$ cat config.mk
export PLATFORM = sky130hd
export DESIGN_NAME = regfile_wb_arbiter_flat
export DESIGN_NICKNAME = d
export VERILOG_FILES = /design/src/rtl/mips16_pkg.sv /design/src/rtl/regfile_wb_arbiter_if.sv /design/src/rtl/wb_rr_arb2.sv /design/src/rtl/regfile_wb_arbiter.sv /design/src/flat_wrapper.sv
export SDC_FILE = /design/constraint.sdc
export NUM_CORES = 1
export LEC_CHECK = 0
export ABC_AREA = 1
export CORE_MARGIN = 2
export CORE_UTILIZATION = 38
export CTS_CLUSTER_DIAMETER = 30
export DETAILED_ROUTE_END_ITERATION = 16
export PLACE_DENSITY = 0.84
export SYNTH_ARGS = -nofsm -noshare
export SYNTH_HDL_FRONTEND = slang
export SYNTH_SLANG_ARGS = --single-unit
$ cat constraint.sdc
create_clock -name clk -period 1.2 [get_ports clk]
set_input_delay 0.24 -clock clk [delete_from_list [all_inputs] [get_ports clk]]
set_output_delay 0.24 -clock clk [all_outputs]
set_load 0.1 [all_outputs]
$ cat src/rtl/mips16_pkg.sv
// Shared constants and types for the 16-bit MIPS datapath.
// Holds the register-file geometry and the writeback requester ids.
package mips16_pkg;

  localparam int DATA_W = 16;
  localparam int ADDR_W = 3;
  localparam int NREG   = 2 ** ADDR_W;

  // Writeback requester id; the value doubles as the bit index into the
  // request/grant vectors of the arbiter.
  typedef enum logic {
    REQ_ALU = 1'b0,
    REQ_MEM = 1'b1
  } req_id_t;

endpackage : mips16_pkg

$ cat src/rtl/regfile_wb_arbiter_if.sv
// Writeback request bundle: two valid/ready requesters (ALU and load path)
// sharing the register-file write port.
interface regfile_wb_arbiter_if;
  import mips16_pkg::*;

  logic              a_valid;
  logic [ADDR_W-1:0] a_addr;
  logic [DATA_W-1:0] a_data;
  logic              a_ready;

  logic              b_valid;
  logic [ADDR_W-1:0] b_addr;
  logic [DATA_W-1:0] b_data;
  logic              b_ready;

  // Requester side: drives requests, observes grants.
  modport master (
    output a_valid, a_addr, a_data, b_valid, b_addr, b_data,
    input  a_ready, b_ready
  );

  // Arbiter side: observes requests, drives grants.
  modport slave (
    input  a_valid, a_addr, a_data, b_valid, b_addr, b_data,
    output a_ready, b_ready
  );

endinterface : regfile_wb_arbiter_if

$ cat src/rtl/wb_rr_arb2.sv
// Two-input writeback arbiter. Bit 0 is the ALU requester, bit 1 the load
// requester. With REGFILE_ARB_RR_EN defined, contention is resolved by a
// round-robin pointer that moves to the losing side; otherwise the ALU
// always wins and no pointer register exists. Grants are forced low while
// reset is asserted.
module wb_rr_arb2
  import mips16_pkg::*;
(
`ifdef REGFILE_ARB_RR_EN
  input  logic       clk,
`endif
  input  logic       rst,
  input  logic [1:0] req,
  output logic [1:0] gnt
);

`ifdef REGFILE_ARB_RR_EN
  req_id_t prio;

  // Combinational grant: a lone requester wins, contention goes to prio.
  always_comb begin
    // NOTE: every always_comb output gets a default first so no path leaves
    // it unassigned, which would otherwise infer a latch.
    gnt = 2'b00;
    if (rst) begin
      if (req[REQ_ALU] && req[REQ_MEM]) begin
        gnt[prio] = 1'b1;
      end else begin
        gnt = req;
      end
    end
  end

  // Pointer moves to the loser on contention only; single grants leave it.
  always_ff @(posedge clk or negedge rst) begin
    // NOTE: sequential state uses non-blocking assignments so every register
    // samples pre-edge values regardless of block ordering.
    if (!rst) begin
      prio <= REQ_ALU;
    end else if (req[REQ_ALU] && req[REQ_MEM]) begin
      prio <= (prio == REQ_ALU) ? REQ_MEM : REQ_ALU;
    end
  end
`else
  // Fixed priority: the ALU path always wins contention.
  always_comb begin
    gnt = 2'b00;
    if (rst) begin
      gnt[REQ_ALU] = req[REQ_ALU];
      gnt[REQ_MEM] = req[REQ_MEM] & ~req[REQ_ALU];
    end
  end
`endif

endmodule : wb_rr_arb2

$ cat src/rtl/regfile_wb_arbiter.sv
// Register-file write-port arbiter for the 16-bit MIPS core.
// Grants one of two writeback requesters per cycle, registers the accepted
// address/data into a write stage that drives the register file on the next
// cycle, and decodes a one-hot pending mask for the hazard unit.
// Build option: define REGFILE_ARB_RR_EN for round-robin arbitration;
// the default build uses fixed ALU-first priority.
module regfile_wb_arbiter
  import mips16_pkg::*;
(
  input  logic                 clk,
  input  logic                 rst,
  regfile_wb_arbiter_if.slave  bus,
  output logic                 write_EN,
  output logic [ADDR_W-1:0]    reg_write_add,
  output logic [DATA_W-1:0]    reg_write_data,
  output logic [NREG-1:0]      wb_pending
);

  logic [1:0] req;
  logic [1:0] gnt;
  logic       acc_a;
  logic       acc_b;

  assign req[REQ_ALU] = bus.a_valid;
  assign req[REQ_MEM] = bus.b_valid;

  wb_rr_arb2 u_arb (
`ifdef REGFILE_ARB_RR_EN
    .clk (clk),
`endif
    .rst (rst),
    .req (req),
    .gnt (gnt)
  );

  assign bus.a_ready = gnt[REQ_ALU];
  assign bus.b_ready = gnt[REQ_MEM];

  assign acc_a = bus.a_valid & gnt[REQ_ALU];
  assign acc_b = bus.b_valid & gnt[REQ_MEM];

  // Write stage: capture the accepted request; hold addr/data when idle.
  always_ff @(posedge clk or negedge rst) begin
    if (!rst) begin
      write_EN       <= 1'b0;
      reg_write_add  <= '0;
      reg_write_data <= '0;
    end else begin
      write_EN <= acc_a | acc_b;
      if (acc_a) begin
        reg_write_add  <= bus.a_addr;
        reg_write_data <= bus.a_data;
      end else if (acc_b) begin
        reg_write_add  <= bus.b_addr;
        reg_write_data <= bus.b_data;
      end
    end
  end

  // Pending mask: one-hot of the register being written this cycle.
  always_comb begin
    wb_pending = '0;
    if (write_EN) begin
      wb_pending[reg_write_add] = 1'b1;
    end
  end

endmodule : regfile_wb_arbiter

$ cat src/flat_wrapper.sv
// flat-port wrapper written by rule: the top's interface ports become plain ports
module regfile_wb_arbiter_flat import mips16_pkg::*;
  (clk, rst, write_EN, reg_write_add, reg_write_data, wb_pending, bus_a_valid, bus_a_addr, bus_a_data, bus_b_valid, bus_b_addr, bus_b_data, bus_a_ready, bus_b_ready);
  regfile_wb_arbiter_if bus_i ();
  input  logic clk;
  input  logic rst;
  output logic write_EN;
  output logic [ADDR_W-1:0] reg_write_add;
  output logic [DATA_W-1:0] reg_write_data;
  output logic [NREG-1:0] wb_pending;
  input wire logic [$bits(bus_i.a_valid)-1:0] bus_a_valid;
  input wire logic [$bits(bus_i.a_addr)-1:0] bus_a_addr;
  input wire logic [$bits(bus_i.a_data)-1:0] bus_a_data;
  input wire logic [$bits(bus_i.b_valid)-1:0] bus_b_valid;
  input wire logic [$bits(bus_i.b_addr)-1:0] bus_b_addr;
  input wire logic [$bits(bus_i.b_data)-1:0] bus_b_data;
  output wire logic [$bits(bus_i.a_ready)-1:0] bus_a_ready;
  output wire logic [$bits(bus_i.b_ready)-1:0] bus_b_ready;
  assign bus_i.a_valid = bus_a_valid;
  assign bus_i.a_addr = bus_a_addr;
  assign bus_i.a_data = bus_a_data;
  assign bus_i.b_valid = bus_b_valid;
  assign bus_i.b_addr = bus_b_addr;
  assign bus_i.b_data = bus_b_data;
  assign bus_a_ready = bus_i.a_ready;
  assign bus_b_ready = bus_i.b_ready;
  regfile_wb_arbiter u_core (.clk(clk), .rst(rst), .bus(bus_i), .write_EN(write_EN), .reg_write_add(reg_write_add), .reg_write_data(reg_write_data), .wb_pending(wb_pending));
endmodule
==> results_dict.tcl <==
set metrics [dict create \
    reg2reg_from "u_core.reg_write_add[1]" \
    top_level_ports 72 \
    reg2regPathDepth 4 \
    cts_tree "done" \
    fp.dieW_microns 59.7 \
    ys_ff_latch 20 \
    clockBufferDepth 2 \
    area_growth_pct 114 \
    crit_chain "inv_4, nand2_4, nor2_4, buf_12" \
    synth_warnings 0 \
    first_iter_violations 54 \
    ys_types 11 \
    wl_microns 3720 \
    required_ps 960 \
    endpoint_kind "output pin" \
    powerDensity_nw_per_um2 1280 \
    gp_congestion 0.736 \
    finalSetupTns_ps -3270 \
    setup_viol 12 \
    ys.flop_type "dfrtp_1" \
    syn_area_per_cell_sq_um 7.10 \
    critPathTopFamily "flip-flops" \
    p_leak_nw 1.21 \
    finalMaxSlewViolations 0 \
    core_sq_um 3000 \
    drive_gt1_share_pct 32.3 \
    fillerInstances 185 \
    viasPerCell 5.00 \
    r2r_end "u_core.reg_write_add[1]" \
    worst-setup-path-type "flop to output pin" \
    grt_first_pass_wirelength_microns 6230 \
    synth_edf_count 0 \
    worstPathArrival_ps 1290 \
    clk_latency_ps 290 \
    rsz0062_at_grt "yes" \
    syn-cell-area_sq_um 1180 \
    crit_path_start_kind "flop" \
    clockRootBuffer "clkbuf_4" \
    grt_max_degree 23 \
    cp_slowest_stage_delay_ps 530 \
    status "complete, but fails checks" \
    reg2reg_slack_ps 170 \
    gr-total-overflow 0 \
    hold_violations 0 \
    start_util_pct 39.2 \
    n_antenna_cell 0 \
    power_mw 3.24 \
    drtPass1Iterations 5 \
    gr-usage-all-layers_pct 22.8 \
    hpwl_microns 2760 \
    die_h_microns 59.7 \
    ys_top_cells_by_area "dfrtp_1 (42%), nand2_1 (25%), nand3_1 (17%)" \
    violations "setup timing" \
    critPathMaxFanout 4 \
    fmax_mhz 652 \
    finClkSkew_ps 0 \
    postSynth.asyncResetShare_pct 100 \
    clk_pin_slew_ps 110 \
    path_buf_inv 2 \
    grt_antenna_before_repair 0 \
    drc 0 \
    vias 1406 \
    yosys.area.top_type "dfrtp_1" \
    vdd_drop_max_mv 0.853 \
    layout.nets 291 \
    slowest_stage "dfrtp_4" \
    period_needed_ps 1530 \
    clock-sinks 20 \
    grt_pass1_vias 1384 \
    syn_inst 166 \
    rows 20 \
    place.port_buffers 71 \
    drv_cap 0 \
    syn_nets 208 \
    dieArea_sq_um 3560 \
    setup_slack_ps -333 \
    period_share_pct 128 \
    cts_max_level 1 \
    hold_path.class "input pin to async pin" \
    ys_top_cells_by_count "nand2_1 (79), nand3_1 (39), dfrtp_1 (20), nor2_1 (9)" \
    ant_nets 0 \
    synth_top_area_share_pct 42.5 \
    synth.most_common_cell "nand2_1" \
    tightest_slew_ps 222 \
    cts_buffers 3 \
    wl_per_cell_microns 13.3 \
    relSlewSlack_pct 85.2 \
    yosysSeqAreaShare_pct 42.5 \
]
cell families after synthesis:
logic type	count (synthesis)	share of synthesized area [%]
DFF	20	42.5
and+or+nand+nor	130	47.8
buffers and inverters	16	9.77
cell usage in the layout (no fill, tap or decap), drive strengths merged:
master,Yosys,final
dfrtp,20,20
nand2,82,82
clkinvlp,0,1
nor2,9,9
clkbuf,0,4
clkdlybuf4s50,0,38
nand3,39,39
inv,5,4
dlygate4sd2,0,1
buf,11,50
metrics by stage:
stage | hold WS, ps | setup WS, ps | std cells | util (%) | area, sq um
2_1_floorplan | -55.6 | -372 | 166 | - | 1330
3_3_place_gp | 404 | -314 | 270 | 79.8 | 2400
3_5_place_dp | 409 | -351 | 270 | 79.8 | 2400
4_1_cts | 74.7 | -330 | 280 | 83.9 | 2520
5_1_grt | 81.2 | -379 | 281 | 84.0 | 2520
6_report | 72.1 | -333 | 281 | 84.0 | 2520
sequential cells by signal, indices dropped and copies added (netlist names):
| signal | flops |
|---|---|
| u_core.reg_write_add | 3 |
| u_core.reg_write_data | 16 |
| u_core.write_EN | 1 |
worst register-to-register path, cell delays in order, from the launching register on:
cell	delay, ps
dfrtp_4	530
buf_6	140
buf_4	120
nand3_1	80
nand2_1	60
how the worst max path moves through the flow:
| stage | from | end | slack (ps) | cells after the start |
|---|---|---|---|---|
| 6_report | u_core.reg_write_add[1] | wb_pending[0] | -330 | 4 |
| 2_1_floorplan | u_core.reg_write_add[0] | wb_pending[6] | -370 | 3 |
| 5_1_grt | u_core.reg_write_add[1] | wb_pending[4] | -380 | 4 |
| 4_1_cts | u_core.reg_write_add[0] | wb_pending[6] | -330 | 4 |
| 3_5_place_dp | bus_a_valid | bus_b_ready | -350 | 4 |
| 3_3_place_gp | bus_a_valid | bus_b_ready | -310 | 4 |
power by group:
| group | switching [mW] | internal [mW] |
|---|---|---|
| clock network | 0.208 | 0.185 |
| registers | 0.116 | 0.776 |
| logic | 1.20 | 0.756 |
| total | 1.52 | 1.72 |
layout make-up:
class                   instances  area, sq um  share of cell area [%]
repair buffers                 89         1200                    47.7
multi-input cells             130          698                    27.7
flip-flops and latches         20          515                    20.4
well taps                      33         41.3                    1.64
clock buffers                   4         36.3                    1.44
inverters                       5         27.5                    1.09
layer usage:
| metal | up-vias | GRT usage [%] | routed length [microns] |
|---|---|---|---|
| met5 | - | 0 | 0 |
| met4 | 0 | 6.35 | 43 |
| met3 | 6 | 3.68 | 174 |
| met2 | 45 | 39.3 | 2010 |
| met1 | 661 | 29.5 | 1500 |
| li1 | 694 | - | - |
what timing repair did:
| item | in CTS | in global routing |
|---|---|---|
| hold buffers | 0 | 0 |
| buffers inserted | 6 | 3 |
| pin swaps | 6 | 0 |
| gates resized for setup | 18 | 1 |
| endpoints found under the hold margin | 0 | 0 |
| setup endpoints to repair | 14 | 13 |
Power figures use the tool's default switching activity.
==> patch 1, RTL diff (same settings) <==
The package constant `ADDR_W` goes from 3 to 2.
--- a/src/rtl/mips16_pkg.sv
+++ b/src/rtl/mips16_pkg.sv
@@ -5,3 +5,3 @@
   localparam int DATA_W = 16;
-  localparam int ADDR_W = 3;
+  localparam int ADDR_W = 2;
   localparam int NREG   = 2 ** ADDR_W;
Interface: changed (resized bus_a_addr, bus_b_addr, reg_write_add and wb_pending); port bits go from 72 to 65. No check against the original RTL was run, so the function may have changed too.
==> patch 1 against the unedited design <==
  * The run ends with negative hold slack, negative setup slack left
  * Synthesized area shrank 8.8%
  * Count of clock-buffer cells in the layout is the same
  * Critical path depth shrank 1
  * Utilization shrank 3.1 points
  * Setup slack lost 0.034 ns
  * Routed wire length grew 1.9%
  * Total power shrank 11%
  * Worst hold slack lost 0.087 ns
  * Final area shrank 13%
  * Via count shrank 4.5%
  * Register-to-register slack gained 0.13 ns
  * Sequential cell count shrank 1
  * Sequential share of layout area grew 1.8 points
  * First-iteration DRC count shrank 5.6%
==> patch 1: results (changes against the unedited design) <==
| Metric | Value |
|---|---|
| Worst hold margin | -0.01533 ns (-0.08744 ns) |
| Layout cell share with drive strength beyond 1 | 0.2756 (-0.04703) |
| Iteration-0 DRC Markers | 51 (-5.6%) |
| GR Layer Usage met1 | 0.2689 (-0.02578) |
| Top flop regs | u_core.reg_write_data: 16 flops, u_core.reg_write_add: 2 flops, u_core.write_EN: 1 flops |
| Placed instance area | 0.002128 mm^2 (-11%) |
| Vias in the first global route | 1367 (-1.2%) |
| CTS resizes | 6 (-12) |
| WL met3 | 214 um (+23%) |
| Gr usage total | 0.2450 (+0.01677) |
| Final Setup Violations | 7 (-5) |
| Peak supply drop | 1.187 mV (+39%) |
| Leakage | 0.001087 uW (-10%) |
| Yosys cell types | 12 (+1) |
| CTS Hold Bufs | 2 (+2) |
| Hold Fails Final Rpt | 12 (+12) |
| Metal2 WL | 2194 um (+9.4%) |
| Pre-antenna DRT Iters | 4 (-1) |
| DPL Wire Length | 2917 um (+5.6%) |
| Failing checks | negative hold slack, negative setup slack |
| First-pass GRT wire length | 6175 um (-0.88%) |
| M3 GR Usage | 0.03628 (-0.0005154) |
| Seq. pwr | 854 uW (-4.3%) |
| Status | complete, but fails checks |
| Final worst setup slack | -0.3674 ns (-0.03437 ns) |
| Non-filler cells, final | 256 (-8.9%) |
| Largest cells by area after synthesis | dfrtp_1 (44%), nand2_1 (24%), nand3_1 (17%) |
| Layout fillers | 186 (+0.54%) |
| Met1 WL | 1380 um (-7.9%) |
| GP Congestion | 0.7561 (+2.8%) |
| Cells after synthesis | 149 (-10%) |
| Sum Neg Setup Slack | -2.122 ns (+1.149 ns) |
| Setup Buffers After CTS | 1 (-5) |
| Placed insts | 249 (-7.8%) |
| P_sw | 1371 uW (-9.9%) |
| Critical Path End | wb_pending[1] |
| Met2 GRT Util | 0.4844 (+0.09154) |
| Sw frac | 0.4755 (+0.005566) |
| Crit. Startpoint | u_core.write_EN$_DFF_PN0_ |
| Post-synthesis net count | 189 (-9.1%) |
| IO Port Bufs | 64 (-9.9%) |
-- patch 1: cell types whose count changed in the layout (fill, tap and decap cells not counted), sizes merged --
cell,before,now
clkdlybuf4s15,0,1
clkdlybuf4s50,38,36
dfrtp,20,19
buf,50,44
clkinvlp,1,0
nand2,82,72
nor3,0,4
inv,4,5
nand3,39,37
nor2,9,1
dlygate4sd3,0,1
-- patch 1: cell families (layout without fill, tap and decap cells) --
group / count (synthesis) / in the layout
simple gates: 114 / 114
flops: 19 / 19
buf+inv: 16 / 92
-- patch 1: critical path: stages (launching register included) --
cell and delay [ns]:
dfrtp_4 0.49, inv_1 0.27, nor3_4 0.09, buf_12 0.18
-- patch 1: cell type report --
class / count / area, um^2 / share of cell area
Clock buffer: 4 / 26.28 / 0.01198
Inverter: 5 / 21.27 / 0.009698
Multi-Input combinational cell: 114 / 549.3 / 0.2504
Sequential cell: 19 / 488.0 / 0.2225
Tap cell: 31 / 38.79 / 0.01768
Timing Repair Buffer: 83 / 1070 / 0.4877
==> patch 2, RTL diff (config.mk and constraints unchanged) <==
Without the edit above. Add a define of `REGFILE_ARB_RR_EN`.
--- a/src/rtl/wb_rr_arb2.sv
+++ b/src/rtl/wb_rr_arb2.sv
@@ -5,2 +5,4 @@
 // reset is asserted.
+`define REGFILE_ARB_RR_EN
+
 module wb_rr_arb2
Check against the original RTL: not equivalent (a bounded check fails within 4 cycles, from zero or initial values and one cycle with rst low).
==> patch 2 against the unedited design <==
  * The run still ends with negative setup slack left
  * Fmax decreased by 4.3%
  * Synthesized area rose by 6.7%
  * Setup slack worse by 0.069 ns
  * Die area increased by 6.2%
  * Total power rose by 26%
  * Sequential cell count is 1 higher
  * Final area is 7.5% higher
  * Routed wire length up 42%
==> patch 2: results (changes against the unedited design) <==
| Metric | Value |
|---|---|
| Inverters, non-clock | 6 (+1) |
| Multi-input combinational cell count | 137 (+5.4%) |
| Final-stage net count | 310 (+6.5%) |
| Buffering overhead | 0.4714 (-0.005777) |
| Area growth, synth to finish | 115.7% |
| GP Congestion | 0.7592 (+3.2%) |
| Pre-antenna DRT Iters | 4 (-1) |
| Worst-path clk slew | 0.13 ns (+0.02 ns) |
| Failing checks | negative setup slack |
| CP peak stage delay | 0.56 ns (+0.03 ns) |
| Largest net degree at the start of global routing | 22 (-4.3%) |
| FF-to-FF End | u_core.reg_write_data[3]$_DFFE_PN0P_ |
| Worst-Margin Slew | 0.3406 ns (+0.1183 ns) |
| Wire length per cell | 16.97 um (+28%) |
| Crit. Startpoint | u_core.reg_write_add[2]$_DFFE_PN0P_ |
| Clk Latency, worst-skew pair | 0.31 ns (+0.02 ns) |
| Post-Route Skew | 0.01907 ns (+0.01907 ns) |
| DPL Wire Length | 3306 um (+20%) |
| Setup Buffers After CTS | 11 (+5) |
| Vias in the first global route | 1533 (+11%) |
| Final Setup Violations | 21 (+9) |
| Leakage | 0.001288 uW (+6.5%) |
| Placed instance area | 0.002449 mm^2 (+2.2%) |
| Worst hold margin | 0.09475 ns (+0.02264 ns) |
| IO Port Bufs | 71 (unchanged) |
| Storage cell area | 540.5 um^2 (+4.9%) |
| CTS resizes | 19 (+1) |
| Reg-to-reg slack, setup | -0.05 ns (-0.22 ns) |
| Status | complete, but fails checks |
| Layout cell share with drive strength beyond 1 | 0.4270 (+0.1044) |
| Leading cell types by count after synthesis | nand2_1 (104), dfrtp_1 (21), nand3_2 (10), nor2_1 (10), nand3_1 (9) |
| Layout fillers | 145 (-22%) |
| Post-synthesis xor/xnor area fraction | 0.006965 (+0.006965) |
| Num sequential | 21 (+5.0%) |
| Top flop regs | u_core.reg_write_data: 16 flops, u_core.reg_write_add: 3 flops |
| Gr usage total | 0.2579 (+0.02967) |
| Synth warn | 0 (unchanged) |
| Non-clock buffer count | 99 (+11%) |
| Peak supply drop | 0.9833 mV (+15%) |
| Clock buf/inv share | 0.009686 (-0.004699) |
| First-pass GRT wire length | 7031 um (+13%) |
| Iteration-0 DRC Markers | 98 (+81%) |
| Final worst setup slack | -0.4024 ns (-0.06941 ns) |
| Multi-input combinational area share | 0.2869 (+0.01011) |
| Worst r2r src | u_core.u_arb.prio$_DFFE_PN0P_ |
| Yosys cell types | 14 (+3) |
| Worst Reg2Reg Path Length in Cells | 8 (+4) |
| Vias after detailed routing | 1591 (+13%) |
| Sequential share of the synthesized area | 0.4179 (-0.006718) |
| Post-synthesis net count | 215 (+3.4%) |
| Largest cells by area after synthesis | dfrtp_1 (42%), nand2_1 (31%), nand3_2 (8.0%) |
| Post-Syn Area | 0.001257 mm^2 (+6.7%) |
## patch 2: critical path: cells and delay by family, from the launching register on
family / cells / cell delay [ns]
simple gates: 2 / 0.21
flops: 1 / 0.56
buf+inv: 2 / 0.29
## patch 2: power by group
group	switching [uW]	internal, uW	leakage [uW]	total (uW)
Sequential	170	847	0.000253	1020
Combinational	1660	1040	0.00102	2700
Clock	223	130	0.0000150	353
Total	2050	2020	0.00129	4070
## patch 2: per-stage QoR
stage	total power (uW)	setup TNS, ns	cells	setup slack, ns
2_1_floorplan	2470	-2.983	173	-0.3716
3_3_place_gp	3339	-5.608	295	-0.2895
3_5_place_dp	3397	-6.451	295	-0.3413
4_1_cts	3905	-3.792	310	-0.3378
5_1_grt	4218	-5.520	311	-0.4459
6_report	4072	-4.188	311	-0.4024
## patch 2: routing by layer
| metal | global-route usage | wire, um |
|---|---|---|
| met1 | 0.2621 | 1928 |
| met2 | 0.5053 | 2910 |
| met3 | 0.03571 | 198 |
| met4 | 0.1246 | 239 |
| met5 | 0 | 0 |
